## config.mk

```make
export PLATFORM = sky130hd
export DESIGN_NAME = csi_frame_scheduler
export DESIGN_NICKNAME = d
export VERILOG_FILES = /design/src/rtl/csi_frame_scheduler.sv
export SDC_FILE = /design/constraint.sdc
export NUM_CORES = 1
export LEC_CHECK = 0
export CAP_MARGIN = 20
export CORE_MARGIN = 5
export CORE_UTILIZATION = 50
export DETAILED_ROUTE_END_ITERATION = 12
export GPL_ROUTABILITY_DRIVEN = 0
export PLACE_DENSITY_LB_ADDON = 0.25
export SETUP_SLACK_MARGIN = 0.05
export SYNTH_ARGS = -nofsm -noshare
export SYNTH_HDL_FRONTEND = slang
export SYNTH_SLANG_ARGS = --single-unit
```

## constraint.sdc

```tcl
create_clock -name clk -period 2.1 [get_ports clk]
set_clock_uncertainty 0.05 [all_clocks]
set_input_delay 0.63 -clock clk [delete_from_list [all_inputs] [get_ports clk]]
set_output_delay 0.63 -clock clk [all_outputs]
set_load 0.02 [all_outputs]
```

## src/rtl/csi_frame_scheduler.sv

```systemverilog
// CSI-2 frame scheduler: emits FS, per-line long packets (header, FIFO payload, CRC
// footer) and FE as a byte stream with valid/ready handshake and HS burst request.
module csi_frame_scheduler #(
    parameter logic [1:0] VIRTUAL_CHANNEL       = 2'h0,
    parameter logic [5:0] PIXEL14BITS_DATA_TYPE = 6'h2D,
    parameter logic [5:0] FRAME_START_DATA_TYPE = 6'h0,
    parameter logic [5:0] FRAME_END_DATA_TYPE   = 6'h1,
    parameter logic [7:0] ECC                   = 8'hCC,
    parameter int         IMAGE_LINES           = 4,
    parameter int         IMAGE_LINE_PIXELS     = 16,
    parameter int         IMAGE_PIXEL_WIDTH     = 14,
    parameter int         IMAGE_LINE_GAP        = 8
) (
    input  logic        clk,
    input  logic        rst,
    input  logic        frame_start,
    input  logic        fifo_empty,
    input  logic [7:0]  fifo_data,
    output logic        fifo_rd,
    output logic        tx_valid,
    input  logic        tx_ready,
    output logic [7:0]  tx_data,
    output logic        tx_sop,
    output logic        tx_eop,
    output logic        hs_req,
    output logic        busy,
    output logic [15:0] frame_cnt
);

    localparam int          WC_INT = IMAGE_LINE_PIXELS * IMAGE_PIXEL_WIDTH / 8;
    localparam logic [15:0] WC     = 16'(WC_INT);
    localparam logic [7:0]  DI_FS  = {VIRTUAL_CHANNEL, FRAME_START_DATA_TYPE};
    localparam logic [7:0]  DI_FE  = {VIRTUAL_CHANNEL, FRAME_END_DATA_TYPE};
    localparam logic [7:0]  DI_LP  = {VIRTUAL_CHANNEL, PIXEL14BITS_DATA_TYPE};
    localparam int          LINE_W = (IMAGE_LINES > 1) ? $clog2(IMAGE_LINES) : 1;
    localparam int          PAY_W  = (WC_INT > 1) ? $clog2(WC_INT) : 1;
    localparam int          GAP_W  = (IMAGE_LINE_GAP > 1) ? $clog2(IMAGE_LINE_GAP) : 1;
    localparam logic [LINE_W-1:0] LINE_LAST = LINE_W'(IMAGE_LINES - 1);
    localparam logic [PAY_W-1:0]  PAY_LAST  = PAY_W'(WC_INT - 1);
    localparam logic [GAP_W-1:0]  GAP_LOAD  = GAP_W'(IMAGE_LINE_GAP - 1);

    typedef enum logic [2:0] {S_IDLE, S_FS, S_GAP, S_LHDR, S_LPAY, S_LFTR, S_FE} state_t;

    state_t            state_q, state_d, next_pkt_q, next_pkt_d, load_state;
    logic [1:0]        byte_idx_q, byte_idx_d, idx_n;
    logic [LINE_W-1:0] line_cnt_q, line_cnt_d;
    logic [PAY_W-1:0]  pay_cnt_q, pay_cnt_d;
    logic              pay_done_q, pay_done_d;
    logic [GAP_W-1:0]  gap_cnt_q, gap_cnt_d;
    logic [15:0]       crc_q, crc_d, frame_cnt_q, frame_cnt_d;
    logic              pending_q, pending_d;
    logic              tx_valid_q, tx_valid_d, tx_sop_q, tx_sop_d, tx_eop_q, tx_eop_d;
    logic              hs_req_q, hs_req_d;
    logic [7:0]        tx_data_q, tx_data_d;
    logic [31:0]       hdr_bytes;
    logic              xfer, start_req, load_en;

    // Reflected CRC-16/CCITT step over one byte, LSB first.
    function automatic logic [15:0] crc16_byte(input logic [15:0] crc, input logic [7:0] d);
        logic [15:0] c;
        c = crc;
        for (int i = 0; i < 8; i++) begin
            if (c[0] ^ d[i]) c = (c >> 1) ^ 16'h8408;
            else             c = c >> 1;
        end
        return c;
    endfunction

    // The four bytes of the short packet or long-packet header currently being sent.
    always_comb begin
        hdr_bytes = {ECC, frame_cnt_q[15:8], frame_cnt_q[7:0], DI_FS};
        if (state_q == S_LHDR)    hdr_bytes = {ECC, WC[15:8], WC[7:0], DI_LP};
        else if (state_q == S_FE) hdr_bytes = {ECC, frame_cnt_q[15:8], frame_cnt_q[7:0], DI_FE};
    end

    assign xfer      = tx_valid_q & tx_ready;
    assign start_req = frame_start | pending_q;
    assign idx_n     = byte_idx_q + 2'd1;

    // Next-state, byte sequencing and FIFO pop decision.
    always_comb begin
        state_d     = state_q;
        next_pkt_d  = next_pkt_q;
        byte_idx_d  = byte_idx_q;
        line_cnt_d  = line_cnt_q;
        pay_cnt_d   = pay_cnt_q;
        pay_done_d  = pay_done_q;
        gap_cnt_d   = gap_cnt_q;
        crc_d       = crc_q;
        frame_cnt_d = frame_cnt_q;
        pending_d   = pending_q;
        tx_valid_d  = tx_valid_q;
        tx_sop_d    = tx_sop_q;
        tx_eop_d    = tx_eop_q;
        tx_data_d   = tx_data_q;
        hs_req_d    = hs_req_q;
        fifo_rd     = 1'b0;
        load_en     = 1'b0;
        load_state  = S_FS;

        case (state_q)
            S_IDLE: begin
                if (start_req) load_en = 1'b1;
            end
            S_FS, S_FE, S_LHDR: begin
                if (xfer) begin
                    if (byte_idx_q == 2'd3) begin
                        tx_valid_d = 1'b0;
                        tx_sop_d   = 1'b0;
                        tx_eop_d   = 1'b0;
                        if (state_q == S_LHDR) begin
                            // Long packet continues straight into its payload.
                            state_d    = S_LPAY;
                            pay_cnt_d  = '0;
                            pay_done_d = 1'b0;
                        end else begin
                            hs_req_d   = 1'b0;
                            state_d    = S_GAP;
                            gap_cnt_d  = GAP_LOAD;
                            next_pkt_d = (state_q == S_FS) ? S_LHDR : S_IDLE;
                            if (state_q == S_FE)
                                frame_cnt_d = (frame_cnt_q == 16'hFFFF) ? 16'h0001 : frame_cnt_q + 16'd1;
                        end
                    end else begin
                        byte_idx_d = idx_n;
                        tx_data_d  = hdr_bytes[{idx_n, 3'b000} +: 8];
                        tx_sop_d   = 1'b0;
                        tx_eop_d   = (idx_n == 2'd3) && (state_q != S_LHDR);
                    end
                end
            end
            S_LPAY: begin
                if (!pay_done_q && !fifo_empty && (!tx_valid_q || tx_ready)) begin
                    fifo_rd    = 1'b1;
                    tx_valid_d = 1'b1;
                    tx_data_d  = fifo_data;
                    crc_d      = crc16_byte(crc_q, fifo_data);
                    if (pay_cnt_q == PAY_LAST) begin
                        pay_cnt_d  = '0;
                        pay_done_d = 1'b1;
                    end else begin
                        pay_cnt_d = pay_cnt_q + PAY_W'(1);
                    end
                end else if (xfer) begin
                    if (pay_done_q) begin
                        // Last payload byte accepted; CRC already covers it.
                        state_d    = S_LFTR;
                        byte_idx_d = 2'd0;
                        tx_data_d  = crc_q[7:0];
                        pay_done_d = 1'b0;
                    end else begin
                        tx_valid_d = 1'b0;
                    end
                end
            end
            S_LFTR: begin
                if (xfer) begin
                    if (byte_idx_q == 2'd0) begin
                        byte_idx_d = 2'd1;
                        tx_data_d  = crc_q[15:8];
                        tx_eop_d   = 1'b1;
                    end else begin
                        tx_valid_d = 1'b0;
                        tx_eop_d   = 1'b0;
                        hs_req_d   = 1'b0;
                        state_d    = S_GAP;
                        gap_cnt_d  = GAP_LOAD;
                        if (line_cnt_q == LINE_LAST) begin
                            line_cnt_d = '0;
                            next_pkt_d = S_FE;
                        end else begin
                            line_cnt_d = line_cnt_q + LINE_W'(1);
                            next_pkt_d = S_LHDR;
                        end
                    end
                end
            end
            S_GAP: begin
                if (gap_cnt_q == '0) begin
                    if (next_pkt_q != S_IDLE) begin
                        load_en    = 1'b1;
                        load_state = next_pkt_q;
                    end else if (start_req) begin
                        load_en = 1'b1;
                    end else begin
                        state_d = S_IDLE;
                    end
                end else begin
                    gap_cnt_d = gap_cnt_q - GAP_W'(1);
                end
            end
            default: state_d = S_IDLE;
        endcase

        if (load_en) begin
            state_d    = load_state;
            byte_idx_d = 2'd0;
            tx_valid_d = 1'b1;
            tx_sop_d   = 1'b1;
            tx_eop_d   = 1'b0;
            hs_req_d   = 1'b1;
            case (load_state)
                S_FS: begin
                    tx_data_d  = DI_FS;
                    line_cnt_d = '0;
                    pay_cnt_d  = '0;
                    pay_done_d = 1'b0;
                end
                S_FE:    tx_data_d = DI_FE;
                default: begin
                    tx_data_d = DI_LP;
                    crc_d     = 16'hFFFF;
                end
            endcase
        end

        // A start consumed this cycle clears the request; otherwise remember one.
        if (load_en && load_state == S_FS) pending_d = 1'b0;
        else if (frame_start && state_q != S_IDLE) pending_d = 1'b1;
    end

    // State and output registers with asynchronous reset.
    always_ff @(posedge clk or posedge rst) begin
        if (rst) begin
            state_q     <= S_IDLE;
            next_pkt_q  <= S_IDLE;
            byte_idx_q  <= 2'd0;
            line_cnt_q  <= '0;
            pay_cnt_q   <= '0;
            pay_done_q  <= 1'b0;
            gap_cnt_q   <= '0;
            crc_q       <= 16'h0000;
            frame_cnt_q <= 16'h0001;
            pending_q   <= 1'b0;
            tx_valid_q  <= 1'b0;
            tx_sop_q    <= 1'b0;
            tx_eop_q    <= 1'b0;
            tx_data_q   <= 8'h00;
            hs_req_q    <= 1'b0;
        end else begin
            state_q     <= state_d;
            next_pkt_q  <= next_pkt_d;
            byte_idx_q  <= byte_idx_d;
            line_cnt_q  <= line_cnt_d;
            pay_cnt_q   <= pay_cnt_d;
            pay_done_q  <= pay_done_d;
            gap_cnt_q   <= gap_cnt_d;
            crc_q       <= crc_d;
            frame_cnt_q <= frame_cnt_d;
            pending_q   <= pending_d;
            tx_valid_q  <= tx_valid_d;
            tx_sop_q    <= tx_sop_d;
            tx_eop_q    <= tx_eop_d;
            tx_data_q   <= tx_data_d;
            hs_req_q    <= hs_req_d;
        end
    end

    assign tx_valid  = tx_valid_q;
    assign tx_sop    = tx_sop_q;
    assign tx_eop    = tx_eop_q;
    assign tx_data   = tx_data_q;
    assign hs_req    = hs_req_q;
    assign frame_cnt = frame_cnt_q;
    assign busy      = (state_q != S_IDLE) || pending_q;

endmodule

```

# ---- Word-level counts from Yosys, hierarchy flattened
# Index checks and enable logic that the tools add are counted.
dict set report totals {
  regBits 64
  inputBits 13
  out_inout_bits 30
  wordCells 244
}
dict set report classes {
  n_addsub 5
  eq_ne 37
  shifts 1
  muxes 133
  n_bitwise 19
  reduce_logical 34
}
# operator n
set op_table {}
lappend op_table {{$mux 16} 27}
lappend op_table {{$mux 3} 27}
lappend op_table {{$mux 8} 8}
lappend op_table {{$ne 3x3->1 const B} 13}
lappend op_table {{$mux 1} 36}
lappend op_table {{$mux 5} 7}
lappend op_table {{$shiftx 32x6->8} 1}
lappend op_table {{$mux 2} 15}
lappend op_table {{$mux 24} 1}
lappend op_table {{$not 2->3} 8}
lappend op_table {{$pmux 8 s3} 1}
lappend op_table {{$reduce_and 7->1} 3}
lappend op_table {{$add 16x1->16 const B} 1}
lappend op_table {{$eq 16x16->1 const B} 1}
lappend op_table {{$pmux 3 s5} 1}
lappend op_table {{$ne 2x2->1 const B} 7}
lappend op_table {{$eq 3x3->1 const B} 4}
lappend op_table {{$ne 4x4->1 const B} 3}
lappend op_table {{$pmux 6 s2} 1}
lappend op_table {{$reduce_and 6->1} 2}
lappend op_table {{$reduce_bool 3->1} 4}
lappend op_table {{$reduce_and 11->1} 1}
lappend op_table {{$pmux 5 s2} 1}
lappend op_table {{$pmux 3 s3} 1}
lappend op_table {{29 further kinds} 55}

# ---- Longest topological paths before layout
dict set report logic_depth {
  word_depth 35
  depth_mapped 9
  depth_no_buf 8
}

# ---- Worst setup path after synthesis
# Ideal clock, no wire load.
dict set report synth_path {
  path_kind {in2reg}
  startpoint {input frame_start}
  endpoint {register tx_data_q[0] (netlist: tx_data[0])}
  setup_time_ns 0.096
  arrival_time_ns 1.923
  required_time_ns 1.954
  path_slack_ns 0.031
  stages 7
  path_buffers 1
  path_cell_list {or4_1 o211ai_2 a22oi_1 o311ai_2 buf_2 nand2_1 o31ai_1}
}
dict set report synth_via {
  elab_chain_cells 7
}
# element line
set synth_lines {}
lappend synth_lines {{from (decl)} 16} ;# input logic frame_start,
lappend synth_lines {{$or 1x1->1 (*)} 77} ;# assign start_req = frame_start | pending_q;
lappend synth_lines {{$mux 1 (*)} {103, 183}}
lappend synth_lines {{$mux 1} 180} ;# if (next_pkt_q != S_IDLE) begin
lappend synth_lines {{$mux 1} 179} ;# if (gap_cnt_q == '0) begin
lappend synth_lines {{$pmux 1 s2 (*)} 101} ;# case (state_q)
lappend synth_lines {{$ne 4x4->1 (no line) (tied with other cells)} n/a}
lappend synth_lines {{$reduce_and 7->1 (no line)} n/a}
lappend synth_lines {{to (signal assigned)} 254} ;# tx_data_q <= tx_data_d;
lappend synth_lines {{to (decl)} 54} ;# logic [7:0] tx_data_q, tx_data_d;
# Every way passes the cells marked *; elsewhere a longest branch is shown, timed or not.
# A chain may end at the register's enable or synchronous reset.

# ---- Worst setup path after layout
dict set report layout_path {
  startpoint {register next_pkt_q[1]}
  endpoint {register byte_idx_q[1]}
}
dict set report layout_via {
  elab_chain_cells 6
}
# element line
set layout_lines {}
lappend layout_lines {{from (decl)} 44} ;# state_t state_q, state_d, next_pkt_q, next_pkt_d, load_state;
lappend layout_lines {{from (signal assigned)} 242} ;# next_pkt_q <= next_pkt_d;
lappend layout_lines {{$reduce_bool 3->1 (*)} 180}
lappend layout_lines {{$mux 1 (*)} 180}
lappend layout_lines {{$mux 1 (*)} 179}
lappend layout_lines {{$pmux 1 s2 (*)} 101}
lappend layout_lines {{$ne 3x3->1 (no line) / $reduce_bool 4->1 (equally long branches)} n/a}
lappend layout_lines {{$reduce_and 8->1 (no line)} n/a}
lappend layout_lines {{to (signal assigned)} 243} ;# byte_idx_q <= byte_idx_d;
lappend layout_lines {{to (decl)} 45} ;# logic [1:0] byte_idx_q, byte_idx_d, idx_n;
# Marks and branches as above.

==> flow_metrics.env <==
export IMPL_cts_buffer_depth=2
export IMPL_synth_top_family_by_area="simple AND/OR/NAND/NOR gates"
export IMPL_grt_pass1_wl_mm=18.8
export IMPL_async_flop_share_pct=100
export IMPL_synthFlopType="dfrtp_1"
export IMPL_wirelength_mm=12.2
export IMPL_r2r_end="byte_idx_q[1]"
export IMPL_end_kind="register"
export IMPL_fillers=569
export IMPL_num_antenna_cells=0
export IMPL_worstPathRequired_ns=2.35
export IMPL_cts_max_level=3
export IMPL_first_global_vias=3715
export IMPL_whs_ns=0.428
export IMPL_pwr_share_comb_pct=61.4
export IMPL_ys_seq_area_share_pct=40.8
export IMPL_hold_path_class="register to register"
export IMPL_synth_compound_area_share_pct=21.1
export IMPL_fin_util_pct=73.3
export IMPL_internal_power_uw=4540
export IMPL_synth_area_mm2=0.00392
export IMPL_cp_cell_sequence="or4_4, o211ai_4, buf_6, o21a_4, buf_8, and3_1, mux2_4"
export IMPL_fmax_mhz=486
export IMPL_switchingPower_uw=3230
export IMPL_die_x_um=98.6
export IMPL_peakVddDrop_uv=865
export IMPL_drc_errors=0
export IMPL_hpwl_mm=8.13
export IMPL_first_pass_iters=5
export IMPL_fp_coreArea_mm2=0.00769
export IMPL_crit_slowest_cell="or4_4"
export IMPL_final_setup_tns_ns=0
export IMPL_finalCritPeriodShare_pct=98.0
export IMPL_synth_seq_cells=64
export IMPL_yosys_top_cells_area="dfrtp_1 (40%), nand2_1 (6.3%), xnor2_1 (5.1%), a21oi_1 (3.8%), o21ai_0 (3.7%)"
export IMPL_via_per_inst=5.95
export IMPL_switching_share_pct=41.6
export IMPL_reg2regPathDepth=7
export IMPL_synth_top_area_share_pct=40.2
export IMPL_synth_fp_nets=476
export IMPL_wire_per_inst_um=17.7
export IMPL_gr_total_overflow=0
export IMPL_final_nets=601
export IMPL_start_kind="register"
export IMPL_drv_slew=0
export IMPL_synthXorXnorAreaFrac_pct=7.59
export IMPL_r2r_start="next_pkt_q[1]"
export IMPL_worst_pin_slew_ns=0.529
export IMPL_vias=4090
export IMPL_final_hold_violation_count=0
export IMPL_io_pins=43
export IMPL_critPathCapture="byte_idx_q[1]"
export IMPL_yosysWarnings=0
export IMPL_p_leak_uw=0.00255
export IMPL_die_area_mm2=0.00972
export IMPL_cts_tree="built"
export IMPL_clock_sinks=64
export IMPL_min_period_ns=2.06
export IMPL_area_growth_pct=43.5
export IMPL_syn_avg_cell_area_um2=8.62
export IMPL_rrSetupSlack_ns=0.04
export IMPL_synth_fa_ha_area_share_pct=2.55
export IMPL_power_uw=7770
export IMPL_synth_cell_types=58
export IMPL_synthCells=455
export IMPL_io_buffer_count=42
export IMPL_crit_cells=7
export IMPL_crit_family="simple AND/OR/NAND/NOR gates"
export IMPL_ant_nets=0
export IMPL_relSlewSlack_pct=64.5
export IMPL_rsz0062_at_grt="true"
export IMPL_path_clk_slew_ns=0.07
export IMPL_yosysTopAreaCell="dfrtp_1"
export IMPL_crit_arrival_ns=2.31
export IMPL_grt_antenna_before_repair=0
export IMPL_critPathBufInv=2
export IMPL_start_util_pct=51.0
export IMPL_drt_iter0_drc=331
export IMPL_status="finished clean"
export IMPL_drv_cap=0
export IMPL_synth_mux_area_share_pct=2.87
export IMPL_drive_above_1_share_pct=28.5
export IMPL_track_usage_pct=23.8
export IMPL_timing_critical_path_from="next_pkt_q[1]"
export IMPL_cts_root_buf="clkbuf_8"
export IMPL_rows=32
export IMPL_die_h_um=98.6
export IMPL_cts_buffers=9
export IMPL_pwr_share_clk_pct=13.5
export IMPL_grt_max_degree=32
export IMPL_critical_path_max_stage_delay_ns=0.52
export IMPL_synth_simple_gate_area_share_pct=21.5
export IMPL_cp_max_fo=8
export IMPL_setup_violations=0
export IMPL_sequentialPowerShare_pct=25.2
export IMPL_clk_latency_ns=0.36
export IMPL_synth_edff_count=0
export IMPL_p_per_area_mw_per_mm2=1380
export IMPL_worstSetupPathType="register to register"
-- area by class of cell --
| class | count | area, um2 | share of cell area [%] |
|---|---|---|---|
| flip-flops and latches | 64 | 1610 | 28.5 |
| clock buffers | 12 | 135 | 2.40 |
| well taps | 102 | 128 | 2.27 |
| multi-input cells | 357 | 2450 | 43.5 |
| repair buffers | 136 | 1220 | 21.6 |
| inverters | 12 | 48.8 | 0.866 |
| clock inverters | 4 | 47.5 | 0.844 |
-- power by group through the flow --
stage,clock network (uW),logic (uW),registers (uW)
finish,1050,4770,1960
global route,1110,5120,2000
floorplan,0,2210,1990
detailed placement,0,3740,1920
global placement,0,3660,1910
CTS,1060,4070,1920
-- worst reg2reg max path: stages (launching register included) --
cell and delay, ns:
dfrtp_1 0.44, or4_4 0.52, o211ai_4 0.23, buf_6 0.15, o21a_4 0.18, buf_8 0.15, and3_1 0.16, mux2_4 0.13
-- cells in the mapped netlist (8+ instances only) --
library cell  count
a21oi_1          30
and3_1           10
clkbuf_1         14
dfrtp_1          63
ha_1              8
inv_1            10
mux2i_1           9
nand2_1          66
nand3_1          16
nor2_1           34
o211ai_1         19
o21ai_0          29
o21ai_1          15
xnor2_1          23
xor2_1           11
-- state kept, by name (all words and copies together), names as in the netlist --
signal      cells
byte_idx_q      2
crc_q          16
frame_cnt      16
gap_cnt_q       3
hs_req          1
line_cnt_q      2
next_pkt_q      3
pay_cnt_q       5
pay_done_q      1
pending_q       1
state_q         3
tx_data         8
tx_eop          1
tx_sop          1
tx_valid        1
-- cell usage in the layout, fill, tap and decap left out, types with 5 or more instances in the layout --
master and instances:
buf_6 10, nand3_1 16, dlygate4sd2_1 16, a21oi_1 28, xor2_1 11, inv_1 7
mux2i_1 9, buf_4 79, nand2_1 61, nand3b_1 6, a31oi_1 5, clkbuf_8 9
and3_1 9, nor2_1 27, o211ai_1 19, nand4_1 6, ha_1 6, xnor2_1 23
dfrtp_1 59, clkdlybuf4s50_1 18, nand2_2 5, o21ai_1 16, o21ai_0 25
-- layer usage --
layer | wire, um | global-route usage (%) | vias to the layer above
li1 | - | - | 1876
met1 | 5140 | 32.4 | 2015
met2 | 6040 | 38.0 | 169
met3 | 704 | 3.96 | 30
met4 | 312 | 9.24 | 0
met5 | 0 | 0 | -
-- how the worst min path moves through the flow --
stage,slack (ns),end,start,depth (start not counted)
2_1_floorplan,0.43,gap_cnt_q[0],gap_cnt_q[0],1
6_report,0.43,hs_req,hs_req,2
5_1_grt,0.46,hs_req,hs_req,2
3_5_place_dp,0.41,hs_req,hs_req,2
4_1_cts,0.43,hs_req,hs_req,2
3_3_place_gp,0.41,hs_req,hs_req,2
-- cell families (layout without fill, tap and decap cells) --
logic type | after synthesis | count (layout)
AND/OR/NAND/NOR | 174 | 174
AO/OA/AOI/OAI | 130 | 130
flip-flops | 64 | 64
XOR/XNOR | 34 | 34
buffers and inverters | 34 | 164
multiplexers | 11 | 11
adder cells (fa/ha/maj) | 8 | 8
-- timing repair --
item	in CTS	in global routing
hold buffers	0	0
endpoints found under the hold margin	0	0
setup endpoints to repair	52	48
setup buffers	7	19
pin swaps	13	18
cloned	0	1
resized for setup	68	53
-- per-stage QoR --
| stage | cell area (um2) | worst slack [ns] | instances |
|---|---|---|---|
| after floorplan | 3940 | 0.0546 | 455 |
| after global placement | 4930 | -0.792 | 645 |
| after detailed placement | 4930 | -0.793 | 645 |
| after CTS | 5290 | 0.00272 | 667 |
| after global routing | 5630 | -0.0290 | 687 |
| final | 5630 | 0.0425 | 687 |
(Power assumes the default switching activity.)
